$ cat src/rtl/mac_pkg.sv
// Shared types for the iterative multiply/accumulate unit:
// operation encodings, FSM states and the operation decoder.
package mac_pkg;

   localparam logic [2:0] MAC_MUL   = 3'b000;
   localparam logic [2:0] MAC_MLA   = 3'b001;
   localparam logic [2:0] MAC_UMULL = 3'b100;
   localparam logic [2:0] MAC_UMLAL = 3'b101;
   localparam logic [2:0] MAC_SMULL = 3'b110;
   localparam logic [2:0] MAC_SMLAL = 3'b111;

   typedef enum logic [1:0] {
      IDLE,
      RUN,
      DONE
   } state_t;

   typedef struct packed {
      logic is_long;
      logic is_signed;
      logic is_acc;
      logic illegal;
   } mac_dec_t;

   function automatic mac_dec_t mac_decode(input logic [2:0] t);
      mac_dec_t d;
      d = '0;
      unique case (t)
         MAC_MUL:   d = '0;
         MAC_MLA:   d.is_acc = 1'b1;
         MAC_UMULL: d.is_long = 1'b1;
         MAC_UMLAL: begin d.is_long = 1'b1; d.is_acc = 1'b1; end
         MAC_SMULL: begin d.is_long = 1'b1; d.is_signed = 1'b1; end
         MAC_SMLAL: begin
            d.is_long   = 1'b1;
            d.is_signed = 1'b1;
            d.is_acc    = 1'b1;
         end
         default:   d.illegal = 1'b1;
      endcase
      return d;
   endfunction

endpackage

$ cat src/rtl/mac_step.sv
// One shift-add iteration: adds mcand times a BITS_PER_CYCLE-bit
// multiplier slice into the running 2*WIDTH accumulator.
module mac_step #(
   parameter int WIDTH          = 32,
   parameter int BITS_PER_CYCLE = 2
) (
   input  logic [2*WIDTH-1:0]        acc,
   input  logic [2*WIDTH-1:0]        mcand,
   input  logic [BITS_PER_CYCLE-1:0] slice,
   output logic [2*WIDTH-1:0]        sum
);

   always_comb begin
      sum = acc;
      for (int i = 0; i < BITS_PER_CYCLE; i++) begin
         if (slice[i]) sum = sum + (mcand << i);
      end
   end

endmodule

$ cat src/rtl/iterative_multiply_accumulate.sv
// Multi-cycle MUL/MLA/UMULL/UMLAL/SMULL/SMLAL unit with a
// start/ready/done handshake; works on operand magnitudes.
module iterative_multiply_accumulate
   import mac_pkg::*;
#(
   parameter int WIDTH          = 32,
   parameter int BITS_PER_CYCLE = 2
) (
   input  logic                 clk,
   input  logic                 reset,
   input  logic                 start_i,
   input  logic [2:0]           type_i,
   input  logic [WIDTH-1:0]     a_i,
   input  logic [WIDTH-1:0]     b_i,
   input  logic [WIDTH-1:0]     c_i,
   input  logic [WIDTH-1:0]     d_i,
   output logic                 ready_o,
   output logic                 busy_o,
   output logic                 done_o,
   output logic [2*WIDTH-1:0]   result_o,
   output logic                 n_o,
   output logic                 z_o,
   output logic                 illegal_o
);

   localparam int N  = WIDTH / BITS_PER_CYCLE;
   localparam int CW = $clog2(N + 1);

   state_t             state, state_nxt;
   mac_dec_t           dec_in;
   logic               go, last;
   logic [CW-1:0]      cnt;
   logic [WIDTH-1:0]   a_abs, b_abs, mplier, c_q, d_q;
   logic [2*WIDTH-1:0] acc, acc_nxt, mcand, prod, fin;
   logic               op_long, op_acc, op_ill, neg;
   logic               fin_n, fin_z;

   assign dec_in = mac_decode(type_i);
   // Unsigned magnitudes; 2^(WIDTH-1) still fits in WIDTH bits.
   assign a_abs = (dec_in.is_signed && a_i[WIDTH-1]) ? -a_i : a_i;
   assign b_abs = (dec_in.is_signed && b_i[WIDTH-1]) ? -b_i : b_i;
   assign go    = start_i && ready_o;
   assign last  = (cnt == CW'(N));

   mac_step #(
      .WIDTH         (WIDTH),
      .BITS_PER_CYCLE(BITS_PER_CYCLE)
   ) u_step (
      .acc  (acc),
      .mcand(mcand),
      .slice(mplier[BITS_PER_CYCLE-1:0]),
      .sum  (acc_nxt)
   );

   always_comb begin
      prod = neg ? -acc : acc;
      fin  = '0;
      if (op_ill)
         fin = '0;
      else if (op_long)
         fin = prod + (op_acc ? {c_q, d_q} : '0);
      else
         fin = {{WIDTH{1'b0}}, prod[WIDTH-1:0] + (op_acc ? c_q : '0)};
   end

   assign fin_n = op_long ? fin[2*WIDTH-1] : fin[WIDTH-1];
   assign fin_z = op_long ? (fin == '0) : (fin[WIDTH-1:0] == '0);

   always_ff @(posedge clk or posedge reset) begin
      if (reset) state <= IDLE;
      else       state <= state_nxt;
   end

   always_comb begin
      state_nxt = state;
      unique case (state)
         IDLE:    if (start_i) state_nxt = RUN;
         RUN:     if (last) state_nxt = DONE;
         DONE:    state_nxt = start_i ? RUN : IDLE;
         default: state_nxt = IDLE;
      endcase
   end

   always_comb begin
      ready_o = 1'b0;
      busy_o  = 1'b0;
      done_o  = 1'b0;
      unique case (state)
         IDLE:    ready_o = 1'b1;
         RUN:     busy_o  = 1'b1;
         DONE:    begin ready_o = 1'b1; done_o = 1'b1; end
         default: ;
      endcase
   end

   always_ff @(posedge clk or posedge reset) begin
      if (reset) begin
         cnt       <= '0;
         acc       <= '0;
         mcand     <= '0;
         mplier    <= '0;
         c_q       <= '0;
         d_q       <= '0;
         op_long   <= 1'b0;
         op_acc    <= 1'b0;
         op_ill    <= 1'b0;
         neg       <= 1'b0;
         result_o  <= '0;
         n_o       <= 1'b0;
         z_o       <= 1'b0;
         illegal_o <= 1'b0;
      end else if (go) begin
         cnt     <= '0;
         acc     <= '0;
         mcand   <= {{WIDTH{1'b0}}, a_abs};
         mplier  <= b_abs;
         c_q     <= c_i;
         d_q     <= d_i;
         op_long <= dec_in.is_long;
         op_acc  <= dec_in.is_acc;
         op_ill  <= dec_in.illegal;
         neg     <= dec_in.is_signed & (a_i[WIDTH-1] ^ b_i[WIDTH-1]);
      end else if (state == RUN) begin
         if (!last) begin
            acc    <= acc_nxt;
            mcand  <= mcand << BITS_PER_CYCLE;
            mplier <= mplier >> BITS_PER_CYCLE;
            cnt    <= cnt + CW'(1);
         end else begin
            result_o  <= fin;
            n_o       <= fin_n;
            z_o       <= fin_z;
            illegal_o <= op_ill;
         end
      end
   end

endmodule

$ cat config.mk
export PLATFORM = sky130hd
export DESIGN_NAME = iterative_multiply_accumulate
export DESIGN_NICKNAME = d
export VERILOG_FILES = /design/src/rtl/mac_pkg.sv /design/src/rtl/mac_step.sv /design/src/rtl/iterative_multiply_accumulate.sv
export SDC_FILE = /design/constraint.sdc
export NUM_CORES = 2
export LEC_CHECK = 0
export ABC_AREA = 0
export BUFFER_PORTS_ARGS = -buffer_cell sky130_fd_sc_hd__buf_2
export CAP_MARGIN = 20
export CORE_UTILIZATION = 54
export CTS_CLUSTER_DIAMETER = 80
export DETAILED_ROUTE_END_ITERATION = 6
export PLACE_DENSITY_LB_ADDON = 0.3
export SKIP_LAST_GASP = 1
export SYNTH_ARGS = -nofsm -noshare
export SYNTH_HDL_FRONTEND = slang
export SYNTH_SLANG_ARGS = --single-unit
$ cat constraint.sdc
create_clock -name clk -period 23.6 [get_ports clk]
set_clock_uncertainty 0.15 [all_clocks]
set_input_delay 2.36 -clock clk [delete_from_list [all_inputs] [get_ports clk]]
set_output_delay 2.36 -clock clk [all_outputs]
set_load 0.05 [all_outputs]
Word level (Yosys, flattened, before mapping)
Index checks and enable logic that the tools add are counted.
{ "totals": {"reg_bits": 302, "latchBits": 0, "ram_bits": 0, "mem_bits_ro": 0, "inputBits": 134, "out_inout_bits": 70, "word_cells": 87, "memories": 0} }
{ "classes": {"addsub": 8, "n_mul": 0, "div": 0, "n_lt_le_gt_ge": 0, "n_eq_ne": 11, "shift": 0, "n_mux": 34, "bitwise": 3, "reduce_logical": 16} }
{ "ops": {"columns": ["op", "count"], "rows": [
  ["$mux 64", 12],
  ["$add 64x64->64", 3],
  ["$mux 32", 6],
  ["$logic_not 64->1", 1],
  ["$neg 32->32", 2],
  ["$neg 64->64", 1],
  ["$add 32x32->32", 1],
  ["$logic_not 32->1", 1],
  ["$mux 5", 3],
  ["$eq 3x3->1 const B", 4],
  ["$mux 1", 10],
  ["$ne 2x2->1 const B", 3],
  ["$pmux 2 s3", 1],
  ["$reduce_or 6->1", 1],
  ["$add 5x1->5 const B", 1],
  ["$eq 5x5->1 const B", 1],
  ["$mux 2", 2],
  ["$reduce_and 2->1", 2],
  ["$reduce_or 2->1", 2],
  ["$reduce_or 4->1", 1],
  ["$eq 3x1->1 const B", 1],
  ["$logic_and 1x1->1", 3],
  ["$logic_not 3->1", 1],
  ["$reduce_and 3->1", 1],
  ["other kinds (8)", 8]
]} }

Longest topological paths before layout
{ "depth": {"ltp_word": 7, "mapped_depth": 31, "depth_no_buf": 31} }

Hierarchy
A second synthesis with hierarchy kept.
{ "hier_totals": {"hier_cells": 4021, "hier_area_um2": 30790.8} }
{ "by_module_without_submodules": {"columns": ["mod", "n_inst", "cells_each", "area_each_um2", "seq_area_each_um2"], "rows": [
  ["iterative_multiply_accumulate", 1, 2718, 21650.8, 7557.2],
  ["mac_step", 1, 1303, 9140.0, 0.0]
]} }

Worst setup path after synthesis
No wires, ideal clock.
{ "synth_path": {"kind": "flip-flop to flip-flop", "start": "reg acc[0]", "end": "reg acc[63]", "setup_ns": 0.069, "arrival_ns": 6.530, "required_ns": 23.381, "path_slack_ns": 16.851, "path_stages_with_launch": 32, "path_buffers": 0, "period_less_slack_ns": 6.749, "path_cell_list": "dfrtp_1 ha_1 fa_1 a21o_1 a211oi_1 o211ai_1 nand3_1 a31oi_1 o21ai_0 nand2b_1 a211o_1 a21o_1 a21oi_1 o211ai_1 xnor2_1 mux2_2 ha_1 a21o_1 a221o_1 o41ai_1 or4_1 and3_1 nor2b_1 a21oi_1 o21ai_0 nor3_1 o311a_1 o41ai_1 mux2i_1 xor2_1 or3_1 nand3_1"} }
{ "synth_via": {"elab_chain_cells": 7} }
{ "synth_lines": {"columns": ["item", "line_no", "text"], "rows": [
  ["start: declaration", "iterative_multiply_accumulate.sv:34", "logic [2*WIDTH-1:0] acc, acc_nxt, mcand, prod, fin;"],
  ["start signal: assignment", "iterative_multiply_accumulate.sv:125", "acc <= acc_nxt;"],
  ["$add 64x64->64", "mac_step.sv:16", "if (slice[i]) sum = sum + (mcand << i);"],
  ["$mux 64 *", "mac_step.sv:16", null],
  ["$add 64x64->64", "mac_step.sv:16", null],
  ["$mux 64 *", "mac_step.sv:16", null],
  ["$mux 64 *", "iterative_multiply_accumulate.sv:124", "if (!last) begin"],
  ["$mux 64 *", "iterative_multiply_accumulate.sv:123", "end else if (state == RUN) begin"],
  ["$mux 64 *", "iterative_multiply_accumulate.sv:112", "end else if (go) begin"]
]} }
Mark *: on every way between the ends. The rest lies on a longest branch, timed or not. The select of a mux whose other input is x is not followed.
A chain may end at the register's enable or synchronous reset.

Worst setup path in the final report
Same ends and word-level chain as after synthesis.

==> run summary <==
Clock buffer count from CTS: 36
Final Slew Violations: 0
Die width: 232.4 µm
DP Worst Slack: 15.90 ns
Area of the die: 54020 µm²
Status: complete, no violations
Final worst path period share: 33.39%
Port buffer count: 203
Synth cell types: 92
Maxcap violations: 0
Clk sinks: 302
Core box area: 52550 µm²
Row count: 84
Hpwl dp: 68260 µm
Dominant cell type by area after synthesis: dfrtp_1
Initial Utilization: 54.56%
Minimum clock period: 7.879 ns
Cell Area, Synth: 28670 µm²
CTS tree: built
Area growth syn-to-layout: 9.504%
Drt wl/cell: 19.92 µm
Number of synthesized flops with an enable pin: 0
Nets: 4147
TritonRoute pass-1 iters: 5
Die height: 232.4 µm
Synth warn: 0
Post-synthesis sequential area ratio: 26.36%
Residual DRC: 0
Antenna diodes: 0
Initial antenna violation count: 1
Via count: 27770
Most frequent cell after synthesis: nand2_1
Post-route ant nets: 0
Clock Latency Late Sink: 0.57 ns
Post-Syn Instances: 3677
Global placement routability congestion: 1.046
CP Capture Type: register
Clock root buffer: clkbuf_16
Max Clk Rate: 126.9 MHz
Kind of critical path: reg -> reg
Slowest cell on the critical path: o311ai_0
Yosys reg bits: 302
First-pass GRT wire length: 139800 µm
Vias in the first global route: 25070
Crit path DAT: 8.21 ns
Total gr overflow: 0
Synth top area cells: dfrtp_1 (26%), ha_1 (10%), nand2_1 (8.6%)
Async SR Flop Fraction: 100.0%
RSZ-0062 raised after global routing: no
Setup Fix Bufs, Post-CTS: 0
Num ports: 204
PostCTS Resize Cnt: 0
Share of layout cells above drive strength 1: 10.49%
Slew @ Worst Pin: 0.9998 ns
Worst Setup Start Kind: register
Max Buffers Root-to-Sink: 3
Final worst slack: 15.72 ns
H-tree depth: 2
List of most frequent post-synthesis cells: nand2_1 (658), dfrtp_1 (302), a21oi_1 (289)
Worst EP required: 23.93 ns
Total Routed Length: 89460 µm
Clk pin slew, worst setup/hold paths: 0.06 ns
Via density: 6.186
Worst Path Max Fanout: 6
Detailed Route Iter0 Violations: 2350
Post-synth top area share: 26.36%
Final setup vio count: 0
Post-CTS Hold Buffers: 0
GR Util All Layers: 32.60%
Largest net degree at the start of global routing: 100
CP max stage delay: 0.63 ns
Hold Path Class: reg -> reg
Fin Setup TNS: 0 ns
Synth Flop Type: dfrtp_1
Max_slew headroom: 33.35%
Hold Fails Final Rpt: 0
Syn_nets: 4046
Syn avg cell area: 7.798 µm²
stage by stage:
step	cell area [µm²]	utilization, %	hold slack [ns]	cells
finish	31400	59.75	0.3137	4490
global route	31400	59.75	0.3341	4490
CTS	31370	59.69	0.3193	4488
detailed placement	30170	57.41	0.3047	4426
global placement	30170	57.40	0.2964	4425
floorplan	28670	-	0.2874	3677
cells in the final DEF, fill, tap and decap left out, types with 13 or more instances in the layout:
cell	n
and3_1	31
ha_1	231
o31ai_1	58
and2_1	70
nor2_1	206
nand2_1	655
nor2b_1	32
xor2_1	110
o21ai_0	260
inv_1	96
a22oi_1	34
dfrtp_1	299
a211oi_1	24
buf_2	203
nand4_1	41
nand3_1	104
a21oi_1	289
nand2b_1	39
nor3_1	39
mux2i_1	16
o22ai_1	13
buf_4	27
nor4_1	25
o21bai_1	30
or4_1	19
o211ai_1	35
or2_2	15
o41ai_1	18
a21o_1	110
a31oi_1	64
or3_1	43
xnor2_1	206
mux2_2	54
clkbuf_16	37
o21a_1	32
final timing paths:
| check | from | end | slack (ns) | cells past startpoint |
|---|---|---|---|---|
| worst max-delay path | acc[0]$_DFFE_PP0P_ | acc[63]$_DFFE_PP0P_ | 15.72 | 29 |
| worst min-delay path | c_q[16]$_DFFE_PP0P_ | c_q[16]$_DFFE_PP0P_ | 0.31 | 2 |
| worst max register to register | acc[0]$_DFFE_PP0P_ | acc[63]$_DFFE_PP0P_ | 15.72 | 29 |
| max in group asynchronous | reset | d_q[17]$_DFFE_PP0P_ | 20.09 | 3 |
| worst min register to register | c_q[16]$_DFFE_PP0P_ | c_q[16]$_DFFE_PP0P_ | 0.31 | 2 |
| min in group asynchronous | reset | result_o[57]$_DFFE_PP0P_ | 1.79 | 2 |
sequential cells by signal, summed over array words and instances, names as in the netlist:
signal	count
acc	64
c_q	32
cnt	5
d_q	32
illegal_o	1
mcand	64
mplier	32
n_o	1
neg	1
op_acc	1
op_ill	1
op_long	1
result_o	64
state	2
z_o	1
layout make-up:
class                      count  area [µm²]
inverter                      97       371.6
fill                        4900       21150
clock inverter                15       182.7
sequential                   302        7561
clock buffer                  47        1013
tap                          688       860.8
timing repair buffer         233        1255
multi-input combinational   3108       20150
cell families (layout without fill, tap and decap cells):
group	after synthesis	after routing	share of synthesized area, %
AOI/OAI and AO/OA	1118	1118	25.03
DFF	302	302	26.36
muxes	71	71	2.719
adders and majority gates	235	235	10.36
buffers and inverters	267	392	3.504
xor gates and xnor gates	321	321	10.05
and+or+nand+nor	1363	1363	21.98
critical path: cells and delay by family, from the launching register on:
family / cells / cell delay [ns]
AO/OA/AOI/OAI: 17 / 4.59
XOR/XNOR: 2 / 0.18
adder cells (fa/ha/maj): 3 / 1.04
buffers and inverters: 1 / 0.18
flip-flops: 1 / 0.46
multiplexers: 2 / 0.54
AND/OR/NAND/NOR: 4 / 0.67
layer usage:
metal | part of all wire [%] | track usage, % | wire [µm]
met5 | 0 | 0 | 0
met4 | 3.5 | 11.23 | 3092
met3 | 7.6 | 4.338 | 6775
met2 | 43 | 48.57 | 38150
met1 | 46 | 47.99 | 41440
Power is left out: the tool's default activity adds up to more than one toggle a clock period on the data nets, which glitch-free logic cannot reach.
